## config.mk

```make
export PLATFORM = sky130hd
export DESIGN_NAME = load_store_unit
export DESIGN_NICKNAME = d
export VERILOG_FILES = /design/src/rtl/lsu_pkg.sv /design/src/rtl/lsu_load_align.sv /design/src/rtl/load_store_unit.sv
export SDC_FILE = /design/constraint.sdc
export NUM_CORES = 1
export LEC_CHECK = 0
export CORE_MARGIN = 2
export CORE_UTILIZATION = 44
export DETAILED_ROUTE_END_ITERATION = 10
export PLACE_DENSITY_LB_ADDON = 0.12
export SKIP_CTS_REPAIR_TIMING = 1
export SYNTH_ARGS = -nofsm -noshare
export SYNTH_HDL_FRONTEND = slang
export SYNTH_SLANG_ARGS = --single-unit
```

## constraint.sdc

```tcl
create_clock -name clk -period 5.1 [get_ports clk]
set_input_delay 1.02 -clock clk [delete_from_list [all_inputs] [get_ports clk]]
set_output_delay 1.02 -clock clk [all_outputs]
set_load 0.02 [all_outputs]
```

## src/rtl/lsu_pkg.sv

```systemverilog
// lsu_pkg: shared FSM state type, Funct3 codes and op legality helpers for the load/store unit.
package lsu_pkg;
    typedef enum logic [1:0] {IDLE, REQ, RESP} state_t;
    localparam logic [2:0] LB  = 3'd0;
    localparam logic [2:0] LH  = 3'd1;
    localparam logic [2:0] LW  = 3'd2;
    localparam logic [2:0] LBU = 3'd4;
    localparam logic [2:0] LHU = 3'd5;
    localparam logic [2:0] SB  = 3'd0;
    localparam logic [2:0] SH  = 3'd1;
    localparam logic [2:0] SW  = 3'd2;

    function automatic logic op_ok(input logic st, input logic [2:0] f, input logic [1:0] a);
        return st ? (f == SB || (f == SH && !a[0]) || (f == SW && a == 2'd0))
                  : (f == LB || f == LBU || ((f == LH || f == LHU) && !a[0]) || (f == LW && a == 2'd0));
    endfunction

    function automatic logic [3:0] store_be(input logic [2:0] f, input logic [1:0] a);
        return f == SB ? 4'b0001 << a : f == SH ? 4'b0011 << a : 4'b1111;
    endfunction
endpackage

```

## src/rtl/lsu_load_align.sv

```systemverilog
// lsu_load_align: selects the addressed byte/halfword lane of a read word and sign- or zero-extends it.
module lsu_load_align
    import lsu_pkg::*;
#(
    parameter int WORD = 32
) (
    input  logic [WORD-1:0] rdata,
    input  logic [2:0]      funct3,
    input  logic [1:0]      offset,
    output logic [WORD-1:0] data
);
    logic [15:0] half;
    logic [7:0]  byte_lane;

    always_comb begin
        half      = offset[1] ? rdata[31:16] : rdata[15:0];
        byte_lane = offset[0] ? half[15:8] : half[7:0];
        data = funct3 == LB  ? {{(WORD-8){byte_lane[7]}}, byte_lane}
             : funct3 == LBU ? {{(WORD-8){1'b0}}, byte_lane}
             : funct3 == LH  ? {{(WORD-16){half[15]}}, half}
             : funct3 == LHU ? {{(WORD-16){1'b0}}, half}
             : rdata;
    end
endmodule

```

## src/rtl/load_store_unit.sv

```systemverilog
// load_store_unit: single-outstanding memory op FSM (IDLE/REQ/RESP) with alignment checks,
// store lane replication and load lane extraction.
module load_store_unit
    import lsu_pkg::*;
#(
    parameter int WORD = 32,
    parameter int RD_W = 5
) (
    input  logic            clk,
    input  logic            rst,
    input  logic            Req_valid,
    output logic            Req_ready,
    input  logic            Is_store,
    input  logic [2:0]      Funct3,
    input  logic [WORD-1:0] Addr_in,
    input  logic [WORD-1:0] Store_data_in,
    input  logic [RD_W-1:0] Rd_in,
    output logic            Mem_req,
    output logic            Mem_we,
    output logic [WORD-1:0] Mem_addr,
    output logic [WORD-1:0] Mem_wdata,
    output logic [3:0]      Mem_be,
    input  logic            Mem_ack,
    input  logic [WORD-1:0] Mem_rdata,
    output logic            Resp_valid,
    output logic [WORD-1:0] Resp_data,
    output logic [RD_W-1:0] Resp_rd,
    output logic            Misaligned
);
    state_t          state;
    logic            st;
    logic [2:0]      f3;
    logic [1:0]      off;
    logic [RD_W-1:0] rd;
    logic [WORD-1:0] load_data;
    logic [WORD-1:0] wdata;

    assign Req_ready = state == IDLE;
    assign wdata = Funct3 == SB ? {(WORD/8){Store_data_in[7:0]}}
                 : Funct3 == SH ? {(WORD/16){Store_data_in[15:0]}}
                 : Store_data_in;

    lsu_load_align #(.WORD(WORD)) u_align (
        .rdata (Mem_rdata),
        .funct3(f3),
        .offset(off),
        .data  (load_data)
    );

    always_ff @(posedge clk or posedge rst) begin
        if (rst) begin
            state      <= IDLE;
            st         <= 1'b0;
            f3         <= 3'd0;
            off        <= 2'd0;
            rd         <= '0;
            Mem_req    <= 1'b0;
            Mem_we     <= 1'b0;
            Mem_addr   <= '0;
            Mem_wdata  <= '0;
            Mem_be     <= 4'd0;
            Resp_valid <= 1'b0;
            Resp_data  <= '0;
            Resp_rd    <= '0;
            Misaligned <= 1'b0;
        end else begin
            case (state)
                IDLE: if (Req_valid) begin
                    st  <= Is_store;
                    f3  <= Funct3;
                    off <= Addr_in[1:0];
                    rd  <= Rd_in;
                    if (op_ok(Is_store, Funct3, Addr_in[1:0])) begin
                        state     <= REQ;
                        Mem_req   <= 1'b1;
                        Mem_we    <= Is_store;
                        Mem_addr  <= {Addr_in[WORD-1:2], 2'b00};
                        Mem_wdata <= Is_store ? wdata : '0;
                        Mem_be    <= Is_store ? store_be(Funct3, Addr_in[1:0]) : 4'b1111;
                    end else begin
                        // faulting ops skip memory and report straight away
                        state      <= RESP;
                        Resp_valid <= 1'b1;
                        Misaligned <= 1'b1;
                        Resp_data  <= '0;
                        Resp_rd    <= Is_store ? '0 : Rd_in;
                    end
                end
                REQ: if (Mem_ack) begin
                    state      <= RESP;
                    Mem_req    <= 1'b0;
                    Mem_we     <= 1'b0;
                    Resp_valid <= 1'b1;
                    Resp_data  <= st ? '0 : load_data;
                    Resp_rd    <= st ? '0 : rd;
                end
                RESP: begin
                    state      <= IDLE;
                    Resp_valid <= 1'b0;
                    Misaligned <= 1'b0;
                end
                default: state <= IDLE;
            endcase
        end
    end
endmodule

```

# Word level (Yosys, flattened, before mapping)
# Index checks and enable logic that the tools add are counted.
classes:
  n_eq_ne: 13
  shift: 2
  muxes: 40
  reduce_logical: 24
op_table:
  columns: ["operator", "count"]
  rows:
  - ["two-way mux 32 bit", 11]
  - ["one-hot mux 32 bit (2 select lines)", 1]
  - ["two-way mux 5 bit", 5]
  - ["two-way mux 16 bit", 1]
  - ["== test 3 bit (second input constant)", 4]
  - ["two-way mux 4 bit", 3]
  - ["AND reduction 4 bit", 3]
  - ["one-hot mux 5 bit (2 select lines)", 1]
  - ["two-way mux 1 bit", 9]
  - ["two-way mux 8 bit", 1]
  - ["== test 3 x 1 -> 1 bit (second input constant)", 2]
  - ["logical NOT 3 bit", 2]
  - ["logical OR 1 bit", 6]
  - ["two-way mux 2 bit", 3]
  - ["!= test 2 bit (second input constant)", 3]
  - ["one-hot mux 1 bit (2 select lines)", 3]
  - ["AND reduction 3 bit", 2]
  - ["logical NOT 2 bit", 2]
  - ["one-hot mux 2 bit (2 select lines)", 1]
  - ["AND reduction 2 bit", 2]
  - ["nonzero test 2 bit", 2]
  - ["<< shifter 1 x 2 -> 4 bit (first input constant)", 1]
  - ["<< shifter 2 x 2 -> 4 bit (first input constant)", 1]
  - ["== test 3 x 2 -> 1 bit (second input constant)", 1]
  - ["7 further kinds", 9]
word_totals:
  reg_bits: 120
  inputBits: 109
  output_inout_bits: 110

# Depth between registers and ports, before layout
# Gate-level depths: netlist of run 1.
depth:
  ltp_word: 9
  ltp_mapped: 8
  mapped_depth_nobuf: 6

# Modules after synthesis
# Synthesis of run 1 repeated with hierarchy kept, for this count alone.
hier_totals:
  hier_cells: 508
  area_unflattened_um2: 5988.2
modules_own_cells:
  columns: ["module", "instances", "cells_per_inst", "area_per_inst_um2", "seq_area_each_um2"]
  rows:
  - ["load_store_unit", 1, 405, 5302.6, 3002.9]
  - ["lsu_load_align", 1, 103, 685.7, 0.0]

# Worst setup path before layout of run 1
# No wires, ideal clock.
synth_timing:
  kind: "input -> register"
  from: "input Addr_in[0]"
  to: "register Mem_addr[10]"
  setup_ns: 0.125
  t_arrival_ns: 2.412
  path_slack_ns: 2.563
  cell_stages: 7
  path_buffers: 1
  path_cell_list: "inv_1 -> ha_1 -> nor2b_1 -> o211ai_1 -> nor2_2 -> buf_2 -> mux2_2"
synth_via:
  elab_chain_len: 6
  word_cells_on_any_way: 11
synth_rtl:
  columns: ["element", "line_no", "source"]
  rows:
  - ["from (decl)", "load_store_unit.sv:15", "input logic [WORD-1:0] Addr_in,"]
  - ["logical NOT 1 bit", "lsu_pkg.sv:14, lsu_pkg.sv:15", null]
  - ["logical AND 1 bit, on equally long branches", "lsu_pkg.sv:15, lsu_pkg.sv:14", null]
  - ["logical OR 1 bit, on equally long branches (2 in a row)", "lsu_pkg.sv:15, lsu_pkg.sv:14", null]
  - ["two-way mux 1 bit *", "lsu_pkg.sv:14", "return st ? (f == SB || (f == SH && !a[0]) || (f == SW && a == 2'd0))"]
  - ["AND reduction 3 bit (no line) *", null, null]
  - ["to (signal assigned)", "load_store_unit.sv:77", "Mem_addr <= {Addr_in[WORD-1:2], 2'b00};"]
  - ["to (decl)", "load_store_unit.sv:20", "output logic [WORD-1:0] Mem_addr,"]
# Every way passes the cells marked *; elsewhere a longest branch is shown, timed or not.
# A chain may end at the register's enable or synchronous reset.

# Worst setup path after layout of run 1
layout_timing:
  from: "input Addr_in[1]"
  to: "register Mem_addr[31]"
layout_via:
  elab_chain_len: 5
  word_cells_on_any_way: 6
layout_rtl:
  columns: ["element", "line_no"]
  rows:
  - ["logical NOT 2 bit *", "lsu_pkg.sv:14, lsu_pkg.sv:15"]
  - ["logical AND 1 bit *", "lsu_pkg.sv:14, lsu_pkg.sv:15"]
  - ["logical OR 1 bit, on equally long branches", "lsu_pkg.sv:15, lsu_pkg.sv:14"]
  - ["two-way mux 1 bit *", "lsu_pkg.sv:14"]
  - ["AND reduction 3 bit (no line) *", null]
# Marked as above.

==> results.py, run 1 <==
metrics = {
    "status": {
        "outcome": "finished, final reports clean",
    },
    "logic_synthesis": {
        "synth-xor-area-share": 0,
        "synthesis.yosys.warnings": 0,
        "syn_inst": 465,
        "arithmetic_cell_share_of_the_synthesized_area_counting_full_adders_half_adders_and_majority_gates": 0.00918,
        "syn-cell-area_mm2": 0.00545,
        "simple_logic_cell_fraction_of_the_synthesized_area": 0.0734,
        "synth.area.top_cells": "sky130_fd_sc_hd__dfrtp_1 (55%), sky130_fd_sc_hd__o2bb2ai_1 (7.4%), sky130_fd_sc_hd__mux2_2 (6.2%), sky130_fd_sc_hd__mux2i_1 (5.9%), sky130_fd_sc_hd__nand2_1 (3.4%)",
        "synth_enable_flop_cells": 0,
        "count_leader_synth": "sky130_fd_sc_hd__dfrtp_1",
        "synth_top_family_by_area": "compound AO/OA/AOI/OAI gates",
        "postSynthAreaPerCell_um2": 11.7,
        "synth_largest_type_area_fraction": 0.551,
        "yosys-top-cells-count": "sky130_fd_sc_hd__dfrtp_1 (120), sky130_fd_sc_hd__nand2_1 (49), sky130_fd_sc_hd__o2bb2ai_1 (46)",
        "synth-async-reset-ratio": 1.00,
        "synth_seq_cells": 120,
        "synth.largest_area_cell": "sky130_fd_sc_hd__dfrtp_1",
        "synthMuxAreaShare": 0.125,
        "synth-compound-area-share": 0.207,
        "synth_cell_types": 46,
        "most_frequently_used_flop_master_after_synthesis": "sky130_fd_sc_hd__dfrtp_1",
        "synth_sequential_area_ratio": 0.551,
    },
    "routing": {
        "post-route-drc-count": 0,
        "viasPerCell": 5.39,
        "detail_routed_net_length_per_standard_cell_um": 18.5,
        "detail_route.first_pass.iterations": 5,
        "drt_iter0_drc": 323,
        "via_count": 4600,
        "finalWirelength_mm": 15.7,
        "antenna_left": 0,
    },
    "floorplan": {
        "die_y_um": 115,
        "rows": 40,
        "placeableCoreArea_mm2": 0.0121,
        "fp.dieW_um": 115,
        "initial_utilization": 0.452,
        "die_area_mm2": 0.0133,
        "io_pins": 219,
    },
    "sta": {
        "finalWorstPathRequiredPeriod_ns": 3.31,
        "setup_slack_ns": 1.79,
        "setup_viol_count_final": 0,
        "final-hold-violation-count": 0,
        "clock_skew_ns": 0.00633,
        "drv_slew": 0,
        "timing.fmax_ghz": 0.302,
        "final.setup.tns_ns": 0,
        "worst_slew_margin_rel": 0.210,
        "finalCritPeriodShare": 0.648,
        "worst_slew_pin_slew_ns": 1.18,
        "hold-worst-slack_ns": 0.472,
        "rsz0062_at_grt": "false",
    },
    "critical_path": {
        "worst_ep_required_time_ns": 5.38,
        "critPathMaxStageDelay_ns": 0.50,
        "critical-path-slowest-cell": "sky130_fd_sc_hd__clkdlybuf4s50_1",
        "path_class": "in -> reg",
        "critPathLaunchType": "primary input",
        "critical_path_peak_fanout": 23,
        "critical_path_arrival_ns": 3.58,
        "cp.buffers_inverters": 3,
        "timing.reg2reg.setup_slack_ns": 2.69,
        "critical_path_cell_by_cell": "clkdlybuf4s50_1 -> inv_1 -> ha_1 -> nor2b_1 -> o211ai_1 -> nor2_2 -> buf_4 -> mux2_2",
        "setup.worst_path.end_class": "flop",
        "critical-path-top-delay-family": "buffers and inverters",
    },
    "clock_network": {
        "cts_inserted_buffers": 17,
        "cts_tree": "done",
        "clkLatencyLatePin_ns": 0.40,
        "clk_transition_reported_paths_ns": 0.05,
        "cts.path.max_buffers": 2,
        "clock_sinks": 120,
        "clockRootBuffer": "sky130_fd_sc_hd__clkbuf_16",
        "cts_htree_levels": 4,
    },
    "placement": {
        "placed_cells_incl_taps": 823,
        "numPortBuffers": 216,
        "preCtsSetupSlack_ns": 1.40,
        "dpl_cell_area_mm2": 0.00774,
        "finalWeightedCongestion": 0.808,
        "dp.final_hpwl_mm": 11.2,
    },
    "pwr": {
        "static-leakage-power_nw": 3.48,
        "power-per-cell-area_mw_per_mm2": 465,
        "peakVddDrop_uv": 246,
        "total_power_mw": 3.87,
    },
    "hold_path": {
        "worstHoldPathType": "reg -> reg",
    },
    "final_layout": {
        "design_area_mm2": 0.00833,
        "final_core_utilization": 0.690,
        "filler_cell_count": 905,
        "final_cell_count_no_fill": 853,
        "flow.area_growth_from_synthesis_pct": 52.7,
        "num-nets-final": 787,
        "num_antenna_cells": 0,
        "drive_above_1_share": 0.108,
    },
    "grt": {
        "grt_max_degree": 59,
        "grt.overflow.total": 0,
        "grtUsageTotal": 0.240,
        "grt_pass1_vias": 4891,
        "grt_first_pass_wirelength_mm": 24.6,
        "initial_antenna_violation_count": 0,
    },
    "run": {
        "max-cap-violations": 0,
    },
}
## layer usage
layer / wire length, µm / track usage / part of all wire / vias to the layer above
li1: - / - / - / 2142
met1: 6380 / 0.292 / 0.41 / 2249
met2: 7710 / 0.395 / 0.49 / 190
met3: 1370 / 0.0880 / 0.087 / 19
met4: 284 / 0.0851 / 0.018 / 0
met5: 0 / 0 / 0 / -
## registers in the layout, summed over array words and instances (netlist names)
signal,cells
off,2
Resp_data,32
rd,5
Resp_valid,1
Mem_wdata,32
f3,3
st,1
Mem_we,1
Mem_req,1
state,2
Mem_addr,30
Resp_rd,5
Misaligned,1
Mem_be,4
## worst reg2reg max path, stage by stage, from the launching register on
cell,delay (ns)
sky130_fd_sc_hd__dfrtp_1,0.85
sky130_fd_sc_hd__mux2i_1,0.19
sky130_fd_sc_hd__a211oi_2,0.98
sky130_fd_sc_hd__a21oi_1,0.14
sky130_fd_sc_hd__o2bb2ai_1,0.19
## cells by family (layout without fill, tap and decap cells)
family / Yosys count / count (layout)
muxes: 63 / 63
adders and majority gates: 4 / 4
buffers and inverters: 44 / 263
DFF: 120 / 120
AOI/OAI and AO/OA: 151 / 151
and+or+nand+nor: 82 / 82
other: 1 / 2
## placed cells by master (no fill, tap or decap), types with 3 or more instances in the layout
cell type | netlist | routed
sky130_fd_sc_hd__o21ai_0 | 20 | 20
sky130_fd_sc_hd__clkbuf_1 | 20 | 3
sky130_fd_sc_hd__and2_1 | 6 | 6
sky130_fd_sc_hd__dfrtp_1 | 120 | 120
sky130_fd_sc_hd__bufinv_16 | 0 | 3
sky130_fd_sc_hd__clkdlybuf4s50_1 | 0 | 216
sky130_fd_sc_hd__inv_1 | 10 | 9
sky130_fd_sc_hd__or3_1 | 6 | 6
sky130_fd_sc_hd__clkinvlp_4 | 0 | 3
sky130_fd_sc_hd__a21oi_1 | 27 | 27
sky130_fd_sc_hd__a221o_1 | 5 | 5
sky130_fd_sc_hd__mux2_2 | 30 | 30
sky130_fd_sc_hd__buf_4 | 2 | 6
sky130_fd_sc_hd__nand2b_1 | 4 | 4
sky130_fd_sc_hd__ha_1 | 4 | 4
sky130_fd_sc_hd__mux2i_1 | 32 | 32
sky130_fd_sc_hd__nor2b_1 | 4 | 4
sky130_fd_sc_hd__o22ai_1 | 9 | 9
sky130_fd_sc_hd__o2bb2ai_1 | 46 | 46
sky130_fd_sc_hd__a22o_1 | 18 | 18
sky130_fd_sc_hd__nand2_1 | 49 | 49
sky130_fd_sc_hd__clkbuf_16 | 0 | 17
sky130_fd_sc_hd__a2bb2oi_1 | 11 | 11
## layout make-up
class                   count  area [µm²]  share of cell area
flip-flops and latches    120        3000               0.361
well taps                 168         210              0.0252
inverters                  11        43.8             0.00526
multi-input cells         302        2280               0.273
repair buffers            222        2210               0.265
clock buffers              22         464              0.0557
clock inverters             8         123              0.0147
## worst paths after layout
kind / start / depth (start not counted) / endpoint
max: Addr_in[1] / 8 / Mem_addr[31]$_DFFE_PP0P_
max in group asynchronous: rst / 3 / Mem_wdata[29]$_DFFE_PP0P_
min reg2reg: rd[1]$_DFFE_PP0P_ / 2 / rd[1]$_DFFE_PP0P_
min: rd[1]$_DFFE_PP0P_ / 2 / rd[1]$_DFFE_PP0P_
max reg2reg: off[1]$_DFFE_PP0P_ / 4 / Resp_data[31]$_DFFE_PP0P_
min in group asynchronous: rst / 2 / Mem_addr[11]$_DFFE_PP0P_
## power by group
part           switching, mW  internal, mW
clock                  0.406         0.787
sequential             0.181          1.19
combinational          0.632         0.677
total                   1.22          2.65
No activity file was read; power rests on OpenSTA's default activity.
==> run 2, diff against run 1 <==
Settings changed: CORE_UTILIZATION 44 to 39.
Clock period 5.1 ns to 2.8 ns, I/O delays scaled along.
==> results.py, run 2 (synthesis results as in run 1) <==
metrics = {
    "routing": {
        "antenna_left": 0,
        "detail_route.first_pass.iterations": 4,
        "post-route-drc-count": 0,
        "detail_routed_net_length_per_standard_cell_um": 17.7,
        "drt_iter0_drc": 262,
        "finalWirelength_mm": 15.6,
        "via_count": 4651,
        "viasPerCell": 5.28,
    },
    "hold_path": {
        "worstHoldPathType": "reg -> reg",
    },
    "final_layout": {
        "area_taken_by_multi_input_logic_gates_mm2": 0.00228,
        "num_antenna_cells": 0,
        "final_cell_mix": "sky130_fd_sc_hd__clkdlybuf4s50_1 (216), sky130_fd_sc_hd__dfrtp_1 (120), sky130_fd_sc_hd__nand2_1 (49)",
        "num-nets-final": 801,
        "drive_above_1_share": 0.131,
        "filler_cell_count": 1155,
        "top_regs": "Mem_wdata x32, Resp_data x32, Mem_addr x30",
        "layout.cells.most_common": "sky130_fd_sc_hd__clkdlybuf4s50_1",
        "flow.area_growth_from_synthesis_pct": 55.7,
        "register_area_mm2": 0.00300,
    },
    "critical_path": {
        "critical_path_arrival_ns": 1.72,
        "worst_ep_required_time_ns": 2.24,
        "path_class": "reg -> out",
        "setup.worst_path.end_class": "primary output",
        "critical_path_cell_by_cell": "nor2_1 -> clkdlybuf4s50_1",
        "critical-path-slowest-cell": "sky130_fd_sc_hd__clkdlybuf4s50_1",
        "critPathLaunchType": "flop",
        "critPathMaxStageDelay_ns": 0.66,
        "critical_path_peak_fanout": 9,
    },
    "pwr": {
        "p_int_mw": 4.75,
        "swShare": 0.321,
        "total_switching_power_mw": 2.25,
        "peakVddDrop_uv": 577,
        "static-leakage-power_nw": 3.57,
        "p_clk_frac": 0.299,
        "seqPwrFrac": 0.349,
        "combPwrFrac": 0.352,
        "power-per-cell-area_mw_per_mm2": 825,
    },
    "floorplan": {
        "placeableCoreArea_mm2": 0.0138,
        "rows": 43,
        "fp.dieW_um": 122,
        "die_area_mm2": 0.0149,
        "initial_utilization": 0.396,
        "io_pins": 219,
        "die_y_um": 122,
    },
    "sta": {
        "setup_slack_ns": 0.521,
        "final.setup.tns_ns": 0,
        "timing.fmax_ghz": 0.439,
        "clock_skew_ns": 0.00806,
        "setup_viol_count_final": 0,
        "finalCritPeriodShare": 0.814,
        "drv_slew": 0,
        "rsz0062_at_grt": "false",
        "finalWorstPathRequiredPeriod_ns": 2.28,
        "worst_slew_margin_rel": 0.546,
        "worst_slew_pin_slew_ns": 0.680,
        "final-hold-violation-count": 0,
    },
    "grt": {
        "grt.overflow.total": 0,
        "grt_first_pass_wirelength_mm": 24.6,
        "grtUsageTotal": 0.215,
        "initial_antenna_violation_count": 0,
        "grt_pass1_vias": 4779,
        "grt_max_degree": 58,
    },
    "placement": {
        "finalWeightedCongestion": 0.843,
        "numPortBuffers": 216,
        "dp.final_hpwl_mm": 11.3,
        "preCtsSetupSlack_ns": 0.173,
    },
    "clock_network": {
        "cts_inserted_buffers": 17,
        "clkLatencyLatePin_ns": 0.41,
        "cts_tree": "done",
        "cts_htree_levels": 4,
        "clockRootBuffer": "sky130_fd_sc_hd__clkbuf_16",
        "clk_transition_reported_paths_ns": 0.06,
        "clock_sinks": 120,
        "cts.path.max_buffers": 2,
    },
    "status": {
        "outcome": "finished, final reports clean",
    },
    "run": {
        "max-cap-violations": 0,
    },
}
run 2: cell types whose count changed in the layout (fill, tap and decap cells not counted), sizes merged:
cell      delta
clkinv       +6
clkbuf       -3
clkinvlp     +1
bufinv       -1
inv          -1
buf         +14
run 2: final timing paths:
check,to,start,slack [ns],depth (start not counted)
min in group asynchronous,Resp_data[26]$_DFFE_PP0P_,rst,0.58,2
setup reg to reg,Resp_data[21]$_DFFE_PP0P_,off[0]$_DFFE_PP0P_,0.76,4
setup / recovery,Req_ready,state[1]$_DFFE_PP0P_,0.52,2
hold reg to reg,rd[3]$_DFFE_PP0P_,rd[3]$_DFFE_PP0P_,0.47,2
hold / removal,rd[3]$_DFFE_PP0P_,rd[3]$_DFFE_PP0P_,0.47,2
max in group asynchronous,Mem_addr[6]$_DFFE_PP0P_,rst,1.53,3
run 2: area by class of cell:
class	instances	share of cell area
clock buffers	19	0.0522
clock inverters	13	0.0153
inverters	11	0.00531
multi-input cells	302	0.269
flip-flops and latches	120	0.354
well taps	180	0.0265
repair buffers	236	0.278
run 2: stage by stage:
stage	instance area, µm²	instances	hold WS (ns)	total power, mW	util
final	8490	881	0.465	7.00	0.616
after global placement	7920	849	0.449	4.90	0.575
after global routing	8490	881	0.493	7.34	0.616
after detailed placement	7920	849	0.458	4.94	0.575
after CTS	8490	881	0.468	7.07	0.616
after floorplan	5460	466	0.437	3.70	-
run 2: power groups by stage:
stage | Sequential [mW] | Combinational (mW) | Clock (mW)
after detailed placement | 2.47 | 2.48 | 0
after floorplan | 2.89 | 0.809 | 0
final | 2.44 | 2.46 | 2.09
after global routing | 2.50 | 2.63 | 2.21
after CTS | 2.45 | 2.49 | 2.14
after global placement | 2.45 | 2.45 | 0
run 2: worst max-delay path: cells and delay by family, from the launching register on:
family / cells / cell delay (ns)
and+or+nand+nor: 1 / 0.18
DFF: 1 / 0.47
buffers and inverters: 1 / 0.66
run 2: routing by layer:
| metal | track usage | vias up | share of wire |
|---|---|---|---|
| met2 | 0.330 | 178 | 0.47 |
| met3 | 0.0822 | 22 | 0.089 |
| met4 | 0.0898 | 0 | 0.021 |
| met5 | 0 | - | 0 |
| li1 | - | 2173 | - |
| met1 | 0.272 | 2278 | 0.42 |
==> variant (flow settings as in run 2) <==
Re-encode `state_t` (3 states) as one-hot, 3 bits wide.
--- a/src/rtl/lsu_pkg.sv
+++ b/src/rtl/lsu_pkg.sv
@@ -2,3 +2,3 @@
 package lsu_pkg;
-    typedef enum logic [1:0] {IDLE, REQ, RESP} state_t;
+    typedef enum logic [2:0] {IDLE = 3'b001, REQ = 3'b010, RESP = 3'b100} state_t;
     localparam logic [2:0] LB  = 3'd0;
Behaviour: no difference found for any inputs over 4 cycles, from zero or initial values and one cycle with rst high; so few cycles prove little.
==> variant against run 2 <==
Sequential power grew 5%. Critical path type unchanged. Global-route usage shrank 0.078 points. Count of clock-buffer cells in the layout grew 2. Setup slack lost 0.13 ns. Total power grew 5.0%. Register-to-register slack gained 0.02 ns. Synthesized area grew 5.3%. Final area grew 2.9%. Clock skew shrank 0.0021 ns. Fmax shrank 5.5%. Sequential cell count grew 1. Wire length grew 6.6%. Non-clock buffer count grew 1.
==> variant: results (changes against run 2) <==
Outcome
  • Outcome: finished clean

Synthesis
  • Synth cell count leaders: 120 x dfrtp_1, 91 x nand2_1, 33 x mux2i_1
  • Unique masters post-synth: 52 (+13%)
  • Seq/Total Area, Yosys: 0.527 (-0.0234)
  • Top cells by area, synth: dfrtp_1 52%, mux2_2 6.1%, nand2_1 5.9%

Global routing
  • Total track usage: 0.214 (-0.000784)
  • Vias in the first global route: 5168 (+8.1%)
  • Initial antenna violation count: 0 (unchanged)
  • Largest net degree at the start of global routing: 122 (+110%)
  • First-pass GRT wire length: 26700 microns (+8.4%)

Place
  • Routability cong.: 0.844 (+0.11%)
  • Worst slack, placed: 0.0637 ns (-0.110 ns)
  • Port Buffers: 216 (unchanged)
  • Hpwl dp: 12100 microns (+6.8%)

Detailed routing
  • Wirelength per Cell: 17.6 microns (-0.84%)
  • Via density: 5.23 (-0.93%)
  • DRT iter0 DRCs: 411 (+57%)

Power
  • Worst vdd ir: 542 uV (-6.1%)
  • P_leak: 0.00367 uW (+2.9%)

Setup path
  • FF-to-FF setup slack: 0.78 ns (+0.02 ns)
  • Max FO, Critical Path: 8 (-1)
  • Worst Path Arrival: 1.85 ns (+0.13 ns)

Timing
  • Worst rel slew slack: 0.529 (-0.0170)
  • Period utilisation layout: 0.862 (+0.0477)
  • # setup viols final: 0 (unchanged)
  • Clock skew: 0.00594 ns (-0.00212 ns)

Final layout
  • Layout Nets: 863 (+7.7%)
  • Inserted Diodes: 0 (unchanged)
  • # fillers: 1225 (+6.1%)
  • Leading registers by flop count: Mem_wdata x32, Resp_data x32, Mem_addr x30
  • Share of layout cells above drive strength 1: 0.126 (-0.00542)

Clock network
  • H-tree depth: 4 (unchanged)
  • Clock latency on the worst-skew pair: 0.41 ns (about the same)
  • Reg clk slew, reported paths: 0.06 ns (about the same)
  • Clock tree buffer depth: 2 (unchanged)
  • Num CTS Buffers: 17 (unchanged)
## variant: cells by family (layout without fill, tap and decap cells)
logic type | Yosys count | after routing | synth area share
AO/OA/AOI/OAI | 137 | 137 | 0.169
adder cells (fa/ha/maj) | 4 | 4 | 0.00871
buffers and inverters | 47 | 279 | 0.0403
flip-flops | 121 | 121 | 0.527
multiplexers | 65 | 65 | 0.122
other | 1 | 2 | 0.000653
AND/OR/NAND/NOR | 155 | 155 | 0.132
## variant: metal layers
metal / wire (microns) / track usage
met5: 0 / 0
met4: 259 / 0.0627
met3: 1380 / 0.0903
met2: 8010 / 0.342
met1: 7010 / 0.267
## variant: where the power goes
part	switching, uW	internal [uW]	leakage (uW)
clock network	795	1280	0.000259
registers	338	2230	0.00154
logic	1360	1350	0.00187
total	2490	4860	0.00367
## variant: metrics by stage
step | util | instance area (sq um) | hold WS (ns) | std cells
3_5_place_dp | 0.564 | 8170 | 0.465 | 915
2_1_floorplan | - | 5750 | 0.446 | 531
6_report | 0.603 | 8730 | 0.474 | 947
5_1_grt | 0.603 | 8730 | 0.492 | 947
4_1_cts | 0.603 | 8730 | 0.478 | 947
3_3_place_gp | 0.564 | 8170 | 0.463 | 915
## variant: worst max-delay path, stage by stage (launching register included)
cell and delay [ns]:
dfstp_2 0.61, nor3b_1 0.20, clkdlybuf4s50_1 0.63
## variant: cell type report
cell class | count | area [sq um] | share of cell area
Sequential cell | 121 | 3030 | 0.347
Inverter | 10 | 41.3 | 0.00473
Clock inverter | 11 | 97.6 | 0.0112
Timing Repair Buffer | 237 | 2360 | 0.270
Multi-Input combinational cell | 363 | 2510 | 0.287
Tap cell | 184 | 230 | 0.0264
Clock buffer | 21 | 470 | 0.0539
## variant: path summary, 6_finish.rpt
check | start | endpoint | cells after the start
worst max-delay path | state[0] | Req_ready | 2
worst min-delay path | rd[4] | rd[4] | 2
worst max register to register | state[2] | Resp_data[6] | 4
worst min register to register | rd[4] | rd[4] | 2
max in group asynchronous | rst | Mem_wdata[7] | 3
min in group asynchronous | rst | Mem_req | 3
